### config.mk
export PLATFORM = sky130hd
export DESIGN_NAME = prince_ti_sbox_seq
export DESIGN_NICKNAME = d
export VERILOG_FILES = /design/src/rtl/prince_ti_sbox_seq.sv
export SDC_FILE = /design/constraint.sdc
export NUM_CORES = 1
export LEC_CHECK = 0
export ABC_AREA = 1
export BUFFER_PORTS_ARGS = -buffer_cell sky130_fd_sc_hd__buf_4
export CORE_MARGIN = 2
export CORE_UTILIZATION = 46
export CTS_BUF_LIST = sky130_fd_sc_hd__clkbuf_8 sky130_fd_sc_hd__clkbuf_16
export DETAILED_ROUTE_END_ITERATION = 8
export GPL_ROUTABILITY_DRIVEN = 0
export PLACE_DENSITY = 0.68
export SLEW_MARGIN = 30
export SYNTH_ARGS = -nofsm -noshare
export SYNTH_HDL_FRONTEND = slang
export SYNTH_SLANG_ARGS = --single-unit
### constraint.sdc
create_clock -name clk -period 2.15 [get_ports clk]
set_input_delay 0.1075 -clock clk [delete_from_list [all_inputs] [get_ports clk]]
set_output_delay 0.1075 -clock clk [all_outputs]
set_load 0.005 [all_outputs]
### src/rtl/prince_ti_sbox_seq.sv
// Nibble-serial sequencer around a 2-share threshold-implementation PRINCE S-box.
// Optional build macro TI_SBOX_REMASK_EN adds rnd_i, which remasks both result shares.
module prince_ti_sbox_seq #(
  parameter int NIBBLES = 16
) (
  input  logic                 clk,
  input  logic                 rst,
  input  logic                 start_i,
  input  logic [4*NIBBLES-1:0] state1_i,
  input  logic [4*NIBBLES-1:0] state2_i,
`ifdef TI_SBOX_REMASK_EN
  input  logic [3:0]           rnd_i,
`endif
  output logic                 busy_o,
  output logic                 done_o,
  output logic [4*NIBBLES-1:0] state1_o,
  output logic [4*NIBBLES-1:0] state2_o
);

  localparam int W  = 4 * NIBBLES;
  localparam int CW = (NIBBLES > 1) ? $clog2(NIBBLES) : 1;
  localparam logic [CW-1:0] LAST = CW'(NIBBLES - 1);
  // S-box entry v lives in bits 4v+3:4v
  localparam logic [63:0] SBOX_TABLE = 64'h4D5E_0876_19CA_23FB;

  typedef enum logic [1:0] {IDLE, RUN, FLUSH, DONE} state_t;

  state_t          state, state_nxt;
  logic [CW-1:0]   cnt;
  logic [W-1:0]    in1_p0, in2_p0;
  logic [3:0]      nib1_p0, nib2_p0;
  logic [31:0]     exp_p1;
  logic            vld_p1;
  logic [CW-1:0]   idx_p1;
  logic [3:0]      cmp1_p1, cmp2_p1, mask_p1;
  logic [W-1:0]    res1, res2;

  // Algebraic normal form of one S-box output bit (Moebius transform of its truth table).
  function automatic logic [15:0] anf_of(input int j);
    logic [15:0] t;
    for (int v = 0; v < 16; v++) t[v] = SBOX_TABLE[4*v + j];
    for (int b = 0; b < 4; b++)
      for (int v = 0; v < 16; v++)
        if (((v >> b) & 1) == 1) t[v] = t[v] ^ t[v - (1 << b)];
    return t;
  endfunction

  // Input-share choice of expanded share s for {x,y,z,w}; any three of these are independent.
  function automatic logic [3:0] share_sel(input int s);
    logic [2:0] k;
    k = 3'(s);
    return {k[2], k[1], k[0], ^k};
  endfunction

  // A monomial term goes only into the lowest-numbered share that picks its share pattern.
  function automatic logic is_canon(input int m, input int s);
    logic [3:0] ms;
    logic [3:0] own;
    ms  = 4'(m);
    own = share_sel(s);
    for (int p = 0; p < s; p++)
      if (((share_sel(p) ^ own) & ms) == 4'b0) return 1'b0;
    return 1'b1;
  endfunction

  // Slice j -> eight expanded shares; share s sees exactly one share of every input variable.
  function automatic logic [31:0] ti_expand(input logic [3:0] a, input logic [3:0] b);
    logic [31:0] e;
    logic [15:0] anf;
    logic [3:0]  sel, u;
    logic        f;
    e = '0;
    for (int j = 0; j < 4; j++) begin
      anf = anf_of(j);
      for (int s = 0; s < 8; s++) begin
        sel = share_sel(s);
        u   = (a & ~sel) | (b & sel);
        f   = 1'b0;
        for (int m = 0; m < 16; m++)
          if (anf[m] && is_canon(m, s) && ((u & 4'(m)) == 4'(m))) f = ~f;
        e[8*j + s] = f;
      end
    end
    return e;
  endfunction

`ifdef TI_SBOX_REMASK_EN
  assign mask_p1 = rnd_i;
`else
  assign mask_p1 = 4'h0;
`endif

  always_comb begin
    state_nxt = state;
    case (state)
      IDLE:    if (start_i) state_nxt = RUN;
      RUN:     if (cnt == LAST) state_nxt = FLUSH;
      FLUSH:   state_nxt = DONE;
      DONE:    state_nxt = IDLE;
      default: state_nxt = IDLE;
    endcase
  end

  // Stage p0: captured input shares, nibble selection
  assign nib1_p0 = in1_p0[4*int'(cnt) +: 4];
  assign nib2_p0 = in2_p0[4*int'(cnt) +: 4];

  // Stage p1: expanded-share register is the glitch barrier; compression reads only it
  always_comb begin
    cmp1_p1 = '0;
    cmp2_p1 = '0;
    for (int j = 0; j < 4; j++) begin
      cmp1_p1[j] = ^exp_p1[8*j +: 4];
      cmp2_p1[j] = ^exp_p1[8*j + 4 +: 4];
    end
  end

  always_ff @(posedge clk) begin
    if (rst) begin
      state  <= IDLE;
      cnt    <= '0;
      in1_p0 <= '0;
      in2_p0 <= '0;
      exp_p1 <= '0;
      vld_p1 <= 1'b0;
      idx_p1 <= '0;
      res1   <= '0;
      res2   <= '0;
    end else begin
      state  <= state_nxt;
      vld_p1 <= (state == RUN);
      if (state == IDLE && start_i) begin
        in1_p0 <= state1_i;
        in2_p0 <= state2_i;
        cnt    <= '0;
      end
      if (state == RUN) begin
        exp_p1 <= ti_expand(nib1_p0, nib2_p0);
        idx_p1 <= cnt;
        if (cnt != LAST) cnt <= cnt + 1'b1;
      end
      if (vld_p1) begin
        res1[4*int'(idx_p1) +: 4] <= cmp1_p1 ^ mask_p1;
        res2[4*int'(idx_p1) +: 4] <= cmp2_p1 ^ mask_p1;
      end
    end
  end

  assign busy_o   = (state != IDLE);
  assign done_o   = (state == DONE);
  assign state1_o = res1;
  assign state2_o = res2;

endmodule
# Word-level counts from Yosys, hierarchy flattened
# Index checks and enable logic that the tools add are counted.
[op_classes]
add_sub_neg = 2
n_eq_ne = 95
n_shift = 5
mux = 1326
n_bitwise = 434
reduce_logical = 247
[op_table]
columns = ["operator", "count"]
rows = [
  ["$mux W1", 1318],
  ["$not A1 Y1", 426],
  ["$logic_and A1 B1 Y1", 236],
  ["$bwmux W64", 2],
  ["$shiftx A4 B33 Y64", 2],
  ["$shiftx A64 B7 Y4", 2],
  ["$eq A2 B2 Y1 const B", 50],
  ["$eq A3 B3 Y1 const B", 32],
  ["$shift A4 B33 Y64 const A", 1],
  ["$eq A4 B4 Y1 const B", 9],
  ["$neg A6 Y33", 1],
  ["$reduce_xor A4 Y1", 8],
  ["$mux W4", 3],
  ["$or A3 B4 Y4", 2],
  ["$or A4 B3 Y4", 2],
  ["$pmux W2 S4", 1],
  ["$add A4 B1 Y4 const B", 1],
  ["$mux W2", 2],
  ["$ne A2 B2 Y1 const B", 2],
  ["$ne A4 B4 Y1 const B", 1],
  ["$or A2 B4 Y4", 1],
  ["$or A4 B2 Y4", 1],
  ["$eq A2 B1 Y1 const B", 1],
  ["$logic_not A2 Y1", 1],
  ["other kinds (3)", 4],
]
[word_totals]
register_bits = 299
output_inout_bits = 130
word_cells = 2118

# Logic depth before layout (Yosys ltp)
[depth]
ltp_word = 67
depth_mapped = 14

# Worst setup path before layout
# No wires, ideal clock.
[synth_timing]
path_type = "reg2reg"
from = "register idx_p1[0]"
to = "register res2[2] (netlist: state2_o[2])"
setup_ns = 0.086
t_arrival_ns = 2.211
required_time_ns = 2.064
setup_slack_ns = -0.147
stages_incl_launch_ff = 11
path_buffers = 3
period_less_slack_ns = 2.297
cell_sequence = "dfxtp_1 buf_2 inv_1 ha_1 inv_1 clkbuf_1 nand4_1 nor3b_4 buf_6 nor2_1 a211oi_1"
[synth_between]
elab_chain_cells = 3
word_cells_on_any_way = 4
cone_classes = "add/sub: 1; shift: 2; mux: 1"
[synth_lines]
columns = ["item", "line_no", "text"]
rows = [
  ["start: declaration", "34", "logic [CW-1:0] idx_p1;"],
  ["start signal: assignment", "139", "idx_p1 <= cnt;"],
  ["$neg A6 Y33 (*)", "144", "res2[4*int'(idx_p1) +: 4] <= cmp2_p1 ^ mask_p1;"],
  ["$shiftx A4 B33 Y64 or $shift A4 B33 Y64 (tied branches)", "144", ""],
  ["$bwmux W64 (*)", "144", ""],
  ["end signal: indexed assignment", "144", ""],
  ["end: declaration", "36", "logic [W-1:0] res1, res2;"],
]
# Every way passes the cells marked *; elsewhere a longest branch is shown, timed or not.
# A chain may end at the register's enable or synchronous reset.

# Worst setup path in the final report
[layout_timing]
from = "register cnt[0]"
to = "register exp_p1[22]"
[layout_between]
elab_chain_cells = 60
word_cells_on_any_way = 86
cone_classes = "eq/ne: 11; shift: 2; mux: 43; bitwise: 15; reduce/logical: 15"
[layout_lines]
columns = ["item", "line_no", "text"]
rows = [
  ["start: declaration", "29", "logic [CW-1:0] cnt;"],
  ["start signal: assignment", "140", "if (cnt != LAST) cnt <= cnt + 1'b1;"],
  ["$shiftx A64 B7 Y4", "105", "assign nib1_p0 = in1_p0[4*int'(cnt) +: 4];"],
  ["$or A2 B4 Y4 (*)", "77", "u = (a & ~sel) | (b & sel);"],
  ["$logic_and A1 B1 Y1", "80", "if (anf[m] && is_canon(m, s) && ((u & 4'(m)) == 4'(m))) f = ~f;"],
  ["$mux W1", "80", ""],
  ["$mux W1", "137", "if (state == RUN) begin"],
  ["$mux W1", "119", "if (rst) begin"],
  ["$not A1 Y1", "80", ""],
  ["$mux W1", "80", ""],
  ["(+44 left out)", "n/a", ""],
  ["$mux W1", "137", ""],
  ["$mux W1", "119", ""],
  ["$not A1 Y1", "80", ""],
  ["$mux W1", "80", ""],
  ["$mux W1", "137", ""],
  ["$mux W1", "119", ""],
  ["$not A1 Y1", "80", ""],
  ["$mux W1 (*)", "80", ""],
  ["end signal: assignment", "138", "exp_p1 <= ti_expand(nib1_p0, nib2_p0);"],
  ["end: declaration", "32", "logic [31:0] exp_p1;"],
]
# Every way passes the cells marked *; elsewhere a longest branch is shown, timed or not. The select of a mux whose other input is x is not followed.

==> impl_metrics.py <==
metrics = {
    "sta": {
        "setup_viol": 0,
        "period_minus_slack_ns": 2.03,
        "holdWs_ns": 0.0463,
        "relSlewSlack": 0.600,
        "fmax_ghz": 0.492,
        "fin_skew_ns": 0.0196,
        "fin_ws_ns": 0.118,
        "setup-tns-final_ns": 0,
        "tightest_slew_ns": 0.595,
        "rsz0062_at_grt": "true",
        "slew_violations": 0,
        "finalCritPeriodShare": 0.945,
        "hold_viol": 0,
    },
    "yosys": {
        "ys_ff_latch": 299,
        "synth.avg_cell_area_um2": 7.51,
        "synthesis.area_um2": 12800,
        "postSynthCellCount": 1704,
        "ys_types": 37,
        "synthArstFlopShare": 0,
        "synth-edff-count": 0,
        "syn_nets": 1845,
        "yosysWarnings": 0,
        "synth_ff_type": "dfxtp_1",
        "synth_seq_area_share": 0.468,
    },
    "global_routing": {
        "grt_pass1_wl_um": 61400,
        "antenna_found_initial": 2,
        "grt_pass1_vias": 12200,
        "grt_max_degree": 93,
        "overflow": 0,
        "grt_usage": 0.260,
    },
    "floorplanning": {
        "core_um2": 27600,
        "die_h_um": 171,
        "dieArea_um2": 29200,
        "rows": 61,
        "io_pins": 261,
        "dieWidth_um": 171,
        "initial_core_util": 0.463,
    },
    "placement": {
        "hpwl_um": 26200,
        "place_ws_ns": -0.0342,
        "portBuffers": 260,
    },
    "drt": {
        "detail-route-antenna-nets": 0,
        "viasPerCell": 5.25,
        "num_vias": 13000,
        "drc": 0,
        "routed_wl_um": 39100,
        "drt_iter0_drc": 998,
        "routedWlPerCell_um": 15.8,
        "drtPass1Iterations": 5,
    },
    "final_layout": {
        "drive_above_1_share": 0.204,
        "postLayoutCoreUtil": 0.639,
        "syn2layout_area_growth_pct": 37.9,
        "fin_nets": 2214,
        "fill_cells": 2351,
        "final_cell_mix": "313 x buf_4, 296 x dfxtp_1, 256 x o21ai_0",
        "layout_commonest_cell": "buf_4",
    },
    "setup_path": {
        "crit_path_start_kind": "flip-flop",
        "end_kind": "flip-flop",
        "critPathLaunch": "cnt[0]$_SDFF_PP0_",
        "crit_arrival_ns": 2.51,
        "cp.required_ns": 2.62,
        "r2r_start": "cnt[0]$_SDFF_PP0_",
        "crit_fanout": 26,
        "critPathKind": "reg -> reg",
    },
    "clock_tree": {
        "clk_pin_slew_ns": 0.06,
        "cts_buffers": 31,
        "cts_buffer_depth": 3,
        "h-tree-depth": 1,
        "tritoncts": "built",
        "clkSinkCount": 299,
        "root_buffer": "clkbuf_16",
        "clk_latency_ns": 0.55,
    },
    "power_and_ir_drop": {
        "power.switching_fraction": 0.358,
        "p_per_area_nw_per_um2": 1040,
        "cellLeakagePower_uw": 0.00757,
        "p_int_uw": 11800,
        "power_frac_seq": 0.370,
        "ir_worst_vdd_mv": 0.713,
        "p_comb_frac": 0.348,
        "power_uw": 18400,
        "switchingPower_uw": 6600,
        "p_clk_frac": 0.282,
    },
    "run": {
        "maxCapViolations": 0,
    },
    "hold_path": {
        "min_from": "rst",
        "min_path_type": "in -> reg",
    },
    "run_status": {
        "outcome": "finished, final reports clean",
    },
}
## final cells by class
cell class	instances	area (µm²)	area share
diodes	3	7.51	0.000425
well taps	378	473	0.0268
clock buffers	40	900	0.0510
multi-input cells	1106	5650	0.320
flip-flops and latches	299	5990	0.339
inverters	181	682	0.0386
clock inverters	15	100	0.00567
repair buffers	454	3850	0.218
## stage by stage
step                      std cells  instance area [µm²]
after floorplan                1704                12800
after global placement         2289                15300
after detailed placement       2289                15300
after CTS                      2472                17600
after global routing           2475                17700
final                          2476                17700
## kinds of logic after synthesis
kind of cell,Yosys count,share of synthesized area
adder cells (fa/ha/maj),10,0.00977
buffers and inverters,299,0.0970
flip-flops,299,0.468
XOR/XNOR,26,0.0193
AO/OA/AOI/OAI,541,0.222
AND/OR/NAND/NOR,529,0.185
## routing by layer
metal / global-route usage / part of all wire
met5: 0 / 0
met4: 0.112 / 0.041
met3: 0.0349 / 0.064
met2: 0.434 / 0.47
met1: 0.338 / 0.43
## flip-flops by register name, indices dropped and copies added, names as in the netlist
name and cells:
exp_p1 32, vld_p1 1, cnt 4, state1_o 64
in2_p0 64, state2_o 64, in1_p0 64, idx_p1 4
state 2
## synthesized netlist by cell type (2+ instances only)
cell	instances	area, µm²
a211oi_1	13	97.6
a211oi_2	2	25.0
a21oi_1	225	1130
a31oi_1	5	31.3
buf_2	27	135
buf_4	15	113
buf_6	4	45.0
clkbuf_1	71	267
dfxtp_1	299	5990
ha_1	10	125
inv_1	174	653
inv_2	6	22.5
nand2_1	233	875
nand2_2	7	43.8
nand3_1	126	631
nand3_2	2	20.0
nand4_1	7	43.8
nor2_1	116	435
nor2_2	8	50.1
nor2_4	2	22.5
nor3_1	17	85.1
nor3_4	6	97.6
o211ai_1	27	203
o21ai_0	259	1300
o21ai_1	4	20.0
o22ai_1	4	25.0
or2_2	2	12.5
xnor2_1	18	158
xor2_1	7	61.3
## final timing paths
| path | to | slack, ns | cells after the start |
|---|---|---|---|
| worst max-delay path | exp_p1[22]$_SDFFE_PP0P_ | 0.12 | 10 |
| worst min-delay path | cnt[1]$_SDFF_PP0_ | 0.05 | 2 |
| worst max register to register | exp_p1[22]$_SDFFE_PP0P_ | 0.12 | 10 |
| worst min register to register | state1_o[49]$_SDFFE_PP0P_ | 0.44 | 2 |
## critical path, stage by stage (launching register included)
cell and delay [ns]:
dfxtp_4 0.40, inv_1 0.10, buf_12 0.17, nand2_1 0.09, nand3_1 0.08, nand3_1 0.14
nand3_1 0.11, nand2_2 0.23, nand3_1 0.17, or2_2 0.32, o21ai_0 0.13
## power groups by stage
stage / clock [µW] / combinational [µW] / sequential (µW)
6_report: 5200 / 6410 / 6830
5_1_grt: 5510 / 7170 / 6920
4_1_cts: 5270 / 6280 / 6830
3_5_place_dp: 0 / 6060 / 6940
3_3_place_gp: 0 / 5950 / 6910
2_1_floorplan: 0 / 4280 / 6830
## repair_timing
action	CTS	global route
setup buffers	0	0
hold buffers	128	1
endpoints found under the setup margin	2	98
hold endpoints to repair	128	1
resized for setup	2	26
(Power assumes the default switching activity.)
